<file path="config.mk">
export PLATFORM = sky130hd
export DESIGN_NAME = clk_div_ctrl
export DESIGN_NICKNAME = d
export VERILOG_FILES = /design/src/rtl/clk_div_pkg.sv /design/src/rtl/div_counter.sv /design/src/rtl/clk_div_ctrl.sv
export SDC_FILE = /design/constraint.sdc
export NUM_CORES = 1
export LEC_CHECK = 0
export CORE_ASPECT_RATIO = 0.6
export CORE_MARGIN = 5
export CORE_UTILIZATION = 25
export DETAILED_ROUTE_END_ITERATION = 12
export DONT_BUFFER_PORTS = 1
export PLACE_DENSITY = 0.49
export SETUP_SLACK_MARGIN = 0.4
export SLEW_MARGIN = 10
export SYNTH_ARGS = -nofsm -noshare
export SYNTH_HDL_FRONTEND = slang
export SYNTH_SLANG_ARGS = --single-unit
</file>
<file path="constraint.sdc">
create_clock -name clk -period 2.6 [get_ports clk]
set_input_delay 0.52 -clock clk [delete_from_list [all_inputs] [get_ports clk]]
set_output_delay 0.52 -clock clk [all_outputs]
set_load 0.01 [all_outputs]
</file>
<file path="src/rtl/clk_div_pkg.sv">
`default_nettype none
// ============================================================================
// Module      : clk_div_pkg
// Description : Shared types and default constants for the run-time
//               divided-clock controller.
// Revision    : 1.0 - initial release
// ============================================================================
package clk_div_pkg;

    // Default width of the half-period counter and of the divide value
    localparam int          c_CNT_W       = 32;
    // Default width of the burst period count
    localparam int          c_BURST_W     = 16;
    // Divide value loaded at reset; half-period = DIV+1 clk cycles
    localparam int unsigned c_DEFAULT_DIV = 32'd25_000_000;

    // Controller operating state
    typedef enum logic [1:0] {
        IDLE = 2'd0,
        RUN  = 2'd1,
        STOP = 2'd2
    } state_t;

endpackage
`default_nettype wire

</file>
<file path="src/rtl/div_counter.sv">
`default_nettype none
// ============================================================================
// Module      : div_counter
// Description : Half-period counter for the divided clock. Counts while
//               i_run is high, toggles the output clock on the terminal
//               count and reports the period boundary (falling toggle).
// Revision    : 1.0 - initial release
// ============================================================================
module div_counter
    import clk_div_pkg::*;
#(
    parameter int CNT_W = c_CNT_W
) (
    input  logic             clk,
    input  logic             rst,
    input  logic             i_run,
    input  logic [CNT_W-1:0] i_div,
    output logic             o_clk_out,
    output logic             o_tick,
    output logic             o_boundary
);

    logic [CNT_W-1:0] r_count;
    logic             r_clk_out;
    logic             r_tick;
    logic             w_terminal;

    // Equality is enough: the divide value only changes on a boundary,
    // where the count is already back at zero, so it can never overshoot.
    assign w_terminal = i_run && (r_count == i_div);

    // Count half-periods, toggle the output level and flag the toggle cycle
    always_ff @(posedge clk) begin
        if (rst) begin
            r_count   <= '0;
            r_clk_out <= 1'b0;
            r_tick    <= 1'b0;
        end else begin
            r_tick <= w_terminal;
            if (i_run) begin
                if (w_terminal) begin
                    r_count   <= '0;
                    r_clk_out <= ~r_clk_out;
                end else begin
                    r_count <= r_count + CNT_W'(1);
                end
            end
        end
    end

    assign o_clk_out  = r_clk_out;
    assign o_tick     = r_tick;
    // A boundary is the terminal count that takes the output from 1 to 0
    assign o_boundary = w_terminal && r_clk_out;

endmodule
`default_nettype wire

</file>
<file path="src/rtl/clk_div_ctrl.sv">
`default_nettype none
// ============================================================================
// Module      : clk_div_ctrl
// Description : Run-time controller for the divided-clock generator.
//               Accepts new divide/burst settings over valid/ready, applies
//               them only on full-period boundaries, and supports run/stop
//               and N-period burst operation.
// Revision    : 1.0 - initial release
// ============================================================================
module clk_div_ctrl
    import clk_div_pkg::*;
#(
    parameter int          CNT_W       = c_CNT_W,
    parameter int unsigned DEFAULT_DIV = c_DEFAULT_DIV,
    parameter int          BURST_W     = c_BURST_W
) (
    input  logic               clk,
    input  logic               rst,
    input  logic               en,
    input  logic               cfg_valid,
    output logic               cfg_ready,
    input  logic [CNT_W-1:0]   cfg_div,
    input  logic [BURST_W-1:0] cfg_burst,
    output logic               clk_out,
    output logic               tick,
    output logic               done,
    output logic               busy,
    output logic [CNT_W-1:0]   active_div
);

    localparam logic [CNT_W-1:0]   c_RESET_DIV = CNT_W'(DEFAULT_DIV);
    localparam logic [BURST_W-1:0] c_BURST_ONE = BURST_W'(1);

    state_t             r_state;
    state_t             w_next_state;
    logic [CNT_W-1:0]   r_active_div;
    logic [BURST_W-1:0] r_burst;
    logic               r_pending;
    logic [CNT_W-1:0]   r_pend_div;
    logic [BURST_W-1:0] r_pend_burst;
    logic               r_done;

    logic               w_run;
    logic               w_xfer;
    logic               w_boundary;
    logic               w_burst_done;

    assign w_run        = (r_state != IDLE);
    assign cfg_ready    = (r_state == IDLE) || !r_pending;
    assign w_xfer       = cfg_valid && cfg_ready;
    // Last period of a finite burst ends on this boundary
    assign w_burst_done = w_boundary && (r_burst == c_BURST_ONE);

    div_counter #(
        .CNT_W (CNT_W)
    ) u_div_counter (
        .clk        (clk),
        .rst        (rst),
        .i_run      (w_run),
        .i_div      (r_active_div),
        .o_clk_out  (clk_out),
        .o_tick     (tick),
        .o_boundary (w_boundary)
    );

    // State register
    always_ff @(posedge clk) begin
        if (rst) begin
            r_state <= IDLE;
        end else begin
            r_state <= w_next_state;
        end
    end

    // Next-state logic: stopping and burst completion only leave on a boundary
    always_comb begin
        w_next_state = r_state;
        case (r_state)
            IDLE: begin
                if (en) begin
                    w_next_state = RUN;
                end
            end
            RUN: begin
                if (w_burst_done) begin
                    w_next_state = IDLE;
                end else if (!en) begin
                    w_next_state = STOP;
                end
            end
            STOP: begin
                if (w_burst_done) begin
                    w_next_state = IDLE;
                end else if (en) begin
                    w_next_state = RUN;
                end else if (w_boundary) begin
                    w_next_state = IDLE;
                end
            end
            default: begin
                w_next_state = IDLE;
            end
        endcase
    end

    // Configuration handling: immediate load in IDLE, deferred to the next
    // boundary while running; burst countdown on each boundary
    always_ff @(posedge clk) begin
        if (rst) begin
            r_active_div <= c_RESET_DIV;
            r_burst      <= '0;
            r_pending    <= 1'b0;
            r_pend_div   <= '0;
            r_pend_burst <= '0;
            r_done       <= 1'b0;
        end else begin
            r_done <= w_burst_done;
            if (r_state == IDLE) begin
                // A setting captured on the very boundary that ended a run
                // is still pending here; apply it now unless a new one wins.
                if (w_xfer) begin
                    r_active_div <= cfg_div;
                    r_burst      <= cfg_burst;
                end else if (r_pending) begin
                    r_active_div <= r_pend_div;
                    r_burst      <= r_pend_burst;
                end
                r_pending <= 1'b0;
            end else begin
                if (w_boundary) begin
                    if (r_pending) begin
                        r_active_div <= r_pend_div;
                        r_burst      <= r_pend_burst;
                        r_pending    <= 1'b0;
                    end else if (r_burst != '0) begin
                        r_burst <= r_burst - c_BURST_ONE;
                    end
                end
                // Only possible while nothing is pending, so this never
                // overwrites a setting that is still waiting for a boundary
                if (w_xfer) begin
                    r_pend_div   <= cfg_div;
                    r_pend_burst <= cfg_burst;
                    r_pending    <= 1'b1;
                end
            end
        end
    end

    assign done       = r_done;
    assign busy       = w_run;
    assign active_div = r_active_div;

endmodule
`default_nettype wire
</file>
# [Word-level counts from Yosys, hierarchy flattened]
# Cells that the tools add are included.
[word_totals] regBits=134 input_bits=52
[op_classes] addsub=2 eq_ne=8 mux=20 bitwise_logic=2 n_reduce_logical=17
[ops] cell="$mux W32" count=5
[ops] cell="$mux W16" count=6
[ops] cell="$add A32 B1 Y32 const B" count=1
[ops] cell="$eq A32 B32 Y1" count=1
[ops] cell="$eq A16 B1 Y1 const B" count=1
[ops] cell="$reduce_bool A16 Y1" count=1
[ops] cell="$sub A16 B1 Y16 const B" count=1
[ops] cell="$mux W2" count=6
[ops] cell="$ne A3 B3 Y1 const B" count=2
[ops] cell="$pmux W2 S3" count=1
[ops] cell="$reduce_and A3 Y1" count=2
[ops] cell="$reduce_bool A2 Y1" count=3
[ops] cell="$logic_and A1 B1 Y1" count=4
[ops] cell="$ne A4 B4 Y1 const B" count=1
[ops] cell="$reduce_and A2 Y1" count=2
[ops] cell="$reduce_bool A3 Y1" count=1
[ops] cell="$eq A2 B1 Y1 const B" count=1
[ops] cell="$eq A2 B2 Y1 const B" count=1
[ops] cell="$logic_not A2 Y1" count=1
[ops] cell="$mux W1" count=2
[ops] cell="$ne A2 B2 Y1 const B" count=1
[ops] cell="$not A1 Y1" count=2
[ops] cell="$reduce_or A2 Y1" count=1
[ops] cell="$logic_not A1 Y1" count=1
[ops] cell="$logic_or A1 B1 Y1" count=1

# [Longest topological paths before layout]
[logic_depth] word_depth=7 ltp_mapped=9 depth_no_buf=7

# [Hierarchy]
# Synthesis repeated with hierarchy kept, for this count alone.
[unflattened] cells_unflattened=781 hier_area_um2=6354.8
[by_module_without_submodules] module="clk_div_ctrl" n_inst=1 cells_per_inst=561 area_each_um2=4436.8 seq_area_each_um2=2001.9
[by_module_without_submodules] module="div_counter" n_inst=1 cells_per_inst=220 area_each_um2=1918.1 seq_area_each_um2=680.7

# [Least setup slack after synthesis]
# No wires, ideal clock.
[synth_path] path_type="register -> register" start="register r_active_div[10], in the netlist active_div[10]" end="register r_burst[6]" setup_time_ns=0.127 t_arrival_ns=2.268 t_required_ns=2.473 path_slack_ns=0.206 stages_incl_launch_ff=8 period_less_slack_ns=2.394 path_cell_list="dfxtp_1 -> xor2_1 -> nor3_2 -> or4b_1 -> or4_1 -> buf_2 -> and3_1 -> or3_1"
[synth_via] elab_chain_len=5
[synth_rtl] item="from (decl)" line_no="clk_div_ctrl.sv:36" rtl="logic [CNT_W-1:0] r_active_div;"
[synth_rtl] item="from (signal assigned)" line_no="clk_div_ctrl.sv:110" rtl="r_active_div <= c_RESET_DIV;"
[synth_rtl] item="from (signal assigned)" line_no="clk_div_ctrl.sv:122" rtl="r_active_div <= cfg_div;"
[synth_rtl] item="from (signal assigned)" line_no="clk_div_ctrl.sv:125" rtl="r_active_div <= r_pend_div;"
[synth_rtl] item="$eq A32 B32 Y1" line_no="div_counter.sv:30" rtl="assign w_terminal = i_run && (r_count == i_div);"
[synth_rtl] item="$logic_and A1 B1 Y1" line_no="div_counter.sv:30"
[synth_rtl] item="$logic_and A1 B1 Y1" line_no="div_counter.sv:54" rtl="assign o_boundary = w_terminal && r_clk_out;"
[synth_rtl] item="$reduce_bool A2 Y1 (no source line)"
[synth_rtl] item="$reduce_and A3 Y1 (no source line)"
[synth_rtl] item="to (signal assigned)" line_no="clk_div_ctrl.sv:123" rtl="r_burst <= cfg_burst;"
[synth_rtl] item="to (signal assigned)" line_no="clk_div_ctrl.sv:126" rtl="r_burst <= r_pend_burst;"
[synth_rtl] item="to (signal assigned)" line_no="clk_div_ctrl.sv:133" rtl="r_burst <= r_pend_burst;"
[synth_rtl] item="to (decl)" line_no="clk_div_ctrl.sv:37" rtl="logic [BURST_W-1:0] r_burst;"
# Every way passes these cells.
# A chain may end at the register's enable or synchronous reset.

# [Worst setup path after layout]
[layout_path] start="register r_active_div[6], in the netlist active_div[6]" end="register r_burst[10]"
# Same word-level chain as after synthesis.

==> PnR_summary.wiki <==
{| class="wikitable"
! Metric !! Value
|-
| CP Data Arrival Time || 2920 ps
|-
| CTS tree || built
|-
| Startpoint of the lowest-slack register-to-register path || active_div[6]
|-
| Comb power frac || 16.0%
|-
| Number of flip-flops and latches in the synthesized netlist || 134
|-
| PortBufs || 0
|-
| RD Place Congestion || 0.884
|-
| Wire length of the first global-routing pass || 35.8 mm
|-
| Number of max-slew violations in the final report || 0
|-
| Cell-by-cell trace of the critical path || xor2_4, nor3_4, or4b_4, or4_4, or4_4, nand3_2
|-
| Ant. Diodes || 0
|-
| Root Driver || sky130_fd_sc_hd__clkbuf_16
|-
| Worst hold path cell count || 1
|-
| Kind of cell with the highest combined delay on the critical path || simple AND/OR/NAND/NOR gates
|-
| Number of rows created at floorplan || 45
|-
| Hold path startpoint || en
|-
| Total of max-cap violations || 0
|-
| Ys Warns || 0
|-
| Fraction of the core area covered by cells at the end of the flow || 34.0%
|-
| Effective utilization at floorplan || 25.7%
|-
| Area delta synth->final || 32.5%
|-
| Share of final-layout standard cells stronger than drive strength 1 || 25.5%
|-
| DRC violation total after the first TritonRoute iteration || 523
|-
| Element type at the critical path start || register
|-
| Leakage power || 3.06 nW
|-
| Post-Route WL || 23.8 mm
|-
| Switch share || 27.9%
|-
| Commonest register cell after synthesis || sky130_fd_sc_hd__dfxtp_1
|-
| # DRC || 0
|-
| Run status || complete, no violations
|-
| Fill cell instance count of the final layout || 2673
|-
| Total power density per cell area || 670 nW/µm²
|-
| Number of iterations in the first detailed-routing pass || 5
|-
| Net load switching power || 1.62 mW
|-
| Worst setup margin || 60.1 ps
|-
| Cells on worst reg2reg path || 6
|-
| Final count of hold timing violations || 0
|-
| Worst hold-check slack || 148 ps
|-
| Total CTS buffers || 17
|-
| Relative max-transition margin || 52.9%
|-
| Antenna violations before repair || 0
|-
| Worst setup skew after layout || 8.32 ps
|-
| Share of the yosys chip area belonging to registers || 41.0%
|-
| Measured slew at the worst slew-check pin || 701 ps
|-
| Floorplan core area || 25500 µm²
|-
| Slowest CP cell || sky130_fd_sc_hd__or4_4
|-
| Via count normalized by instance count || 4.93
|-
| Global Route Usage Sum || 16.1%
|-
| Fin nets || 927
|-
| Worst setup slack before clock tree synthesis || 80.1 ps
|-
| Total design power || 5.81 mW
|-
| Mapped Nets || 872
|-
| Max Fclk || 394 MHz
|-
| Placed wire-length estimate after detailed placement || 16.7 mm
|-
| Instance count of the mapped netlist || 816
|-
| Cell type with the highest occurrence count on the critical path || sky130_fd_sc_hd__or4_4
|-
| Final min period || 2540 ps
|-
| Number of buffer and inverter instances along the worst setup path || 0
|-
| Critical path peak fanout || 6
|-
| Required time reported for the critical path endpoint || 2980 ps
|-
| Longest Clk Path Bufs || 2
|-
| Count of final setup violators || 0
|-
| Class of the most critical setup path || reg -> reg
|-
| Kind of path behind the tightest hold check || in -> reg
|-
| Post-route design area || 8670 µm²
|-
| Most common cell after layout, fill and taps aside || sky130_fd_sc_hd__nand2_1
|-
| H-tree levels || 4
|-
| Vias || 6097
|-
| Vias in the first global route || 5779
|-
| Share of power burned in the clock network || 44.8%
|-
| Die extent in x || 219 µm
|-
| Crit end category || register
|-
| Placed Instance Area || 7380 µm²
|-
| Summed negative setup slack over all endpoints || 0 ps
|-
| Worst reg2reg setup slack || 60 ps
|-
| Worst-case hold path end point || r_state[1]
|-
| Area enclosed by the die boundary || 29600 µm²
|-
| Fin cells || 1236
|-
| Top-Level Pins || 89
|-
| Sequential fraction of design power || 39.2%
|-
| FFs w/ async S/R, synth || 0%
|-
| Unrepaired setup endpoints after global routing || yes
|-
| Netlist Area Pre-Place || 6540 µm²
|-
| Internal power summed over all cells || 4.19 mW
|-
| IR drop worst, VDD || 397 µV
|-
| Vertical die dimension || 135 µm
|-
| Mean instance size in the synthesized netlist || 8.02 µm²
|-
| Commonest non-fill, non-tap cells in the layout || 125 x sky130_fd_sc_hd__nand2_1, 105 x sky130_fd_sc_hd__dfxtp_1, 101 x sky130_fd_sc_hd__nor2_1
|-
| Ratio of final minimum period to clock period || 97.7%
|-
| GR Overflow Total || 0
|-
| Skew-Pair Late Insertion Delay || 430 ps
|-
| Biggest cell delay along the critical path || 590 ps
|-
| Number of antenna-violating nets in the routed design || 0
|-
| Yosys cell types || 51
|-
| DR WL/cell || 19.3 µm
|-
| Cell count after placement || 1182
|-
| Clock-pin slew reported for the worst setup and hold paths after clock tree synthesis || 60 ps
|-
| Largest net degree at the start of global routing || 132
|-
| Critical register-to-register path endpoint || r_burst[10]
|-
| Number of synthesized flops with an enable pin || 0
|-
| TritonCTS Sinks || 134
|}
[power groups by stage]
stage | Clock, mW | Combinational (mW) | Sequential (mW)
after global routing | 2.73 | 1.02 | 2.29
after floorplan | 0 | 0.527 | 2.30
after detailed placement | 0 | 0.791 | 2.32
after global placement | 0 | 0.786 | 2.32
after CTS | 2.65 | 0.892 | 2.27
final | 2.60 | 0.929 | 2.28
[how the worst max path moves through the flow]
stage	from	to	cells after the start
floorplan	active_div[17]	r_burst[6]	7
global placement	u_div_counter.r_count[9]	active_div[18]	7
detailed placement	u_div_counter.r_count[9]	active_div[26]	6
CTS	u_div_counter.r_count[17]	r_burst[10]	6
global route	active_div[6]	r_burst[10]	6
finish	active_div[6]	r_burst[10]	6
[cell type report]
cell class                      count  area (µm²)  area share, %
Sequential cell                   134        2730           31.5
Clock buffer                       19         443           5.11
Clock inverter                     13         180           2.08
Inverter                           45         173           1.99
Tap cell                          352         440           5.08
Multi-Input combinational cell    588        3870           44.6
Timing Repair Buffer               85         836           9.64
[worst register-to-register path, cell delays in order (launching register included)]
cell                      delay (ps)
sky130_fd_sc_hd__dfxtp_4         380
sky130_fd_sc_hd__xor2_4          170
sky130_fd_sc_hd__nor3_4          260
sky130_fd_sc_hd__or4b_4          500
sky130_fd_sc_hd__or4_4           590
sky130_fd_sc_hd__or4_4           530
sky130_fd_sc_hd__nand3_2          60
[synthesized netlist by cell type (6+ instances only)]
library cell | n | area [µm²]
sky130_fd_sc_hd__nand4_1 | 11 | 68.8
sky130_fd_sc_hd__o21ai_0 | 29 | 145
sky130_fd_sc_hd__a21oi_1 | 54 | 270
sky130_fd_sc_hd__dfxtp_1 | 134 | 2680
sky130_fd_sc_hd__mux2i_1 | 10 | 100
sky130_fd_sc_hd__clkbuf_1 | 41 | 154
sky130_fd_sc_hd__o221ai_1 | 11 | 96.3
sky130_fd_sc_hd__a31oi_1 | 16 | 100
sky130_fd_sc_hd__a221oi_2 | 18 | 270
sky130_fd_sc_hd__inv_1 | 45 | 169
sky130_fd_sc_hd__nand2b_1 | 13 | 81.3
sky130_fd_sc_hd__or3_1 | 26 | 163
sky130_fd_sc_hd__a22oi_1 | 13 | 97.6
sky130_fd_sc_hd__nor4_1 | 9 | 56.3
sky130_fd_sc_hd__nor2_1 | 104 | 390
sky130_fd_sc_hd__buf_2 | 7 | 35.0
sky130_fd_sc_hd__nand2_1 | 129 | 484
sky130_fd_sc_hd__xor2_1 | 41 | 359
sky130_fd_sc_hd__nand3_1 | 19 | 95.1
sky130_fd_sc_hd__xnor2_1 | 24 | 210
sky130_fd_sc_hd__nor3_1 | 6 | 30.0
[registers in the layout (all words and copies together) (netlist names)]
register	flops
r_pend_burst	16
u_div_counter.r_count	32
r_pend_div	32
u_div_counter.o_clk_out	1
r_burst	16
u_div_counter.o_tick	1
done	1
active_div	32
r_pending	1
r_state	2
[timing repair]
item | CTS | global route
pin swaps | 14 | 22
cloned | 6 | 0
hold buffers | 0 | 0
gates resized for setup | 45 | 41
endpoints found under the setup margin | 81 | 54
buffers inserted | 14 | 2
[per-layer routing]
metal	global-route usage, %	wire, µm	vias up
li1	-	-	2940
met1	23.3	11500	2914
met2	20.7	9050	225
met3	7.84	3000	18
met4	4.74	270	0
met5	0	0	-
[cells by family after synthesis]
group | after synthesis | synth area share (%)
AO/OA/AOI/OAI | 168 | 18.6
XOR/XNOR | 65 | 8.70
adder cells (fa/ha/maj) | 4 | 0.765
buffers and inverters | 97 | 5.99
flip-flops | 134 | 41.0
multiplexers | 10 | 1.53
AND/OR/NAND/NOR | 338 | 23.4
Note: power is estimated with default switching activity, not from simulation.
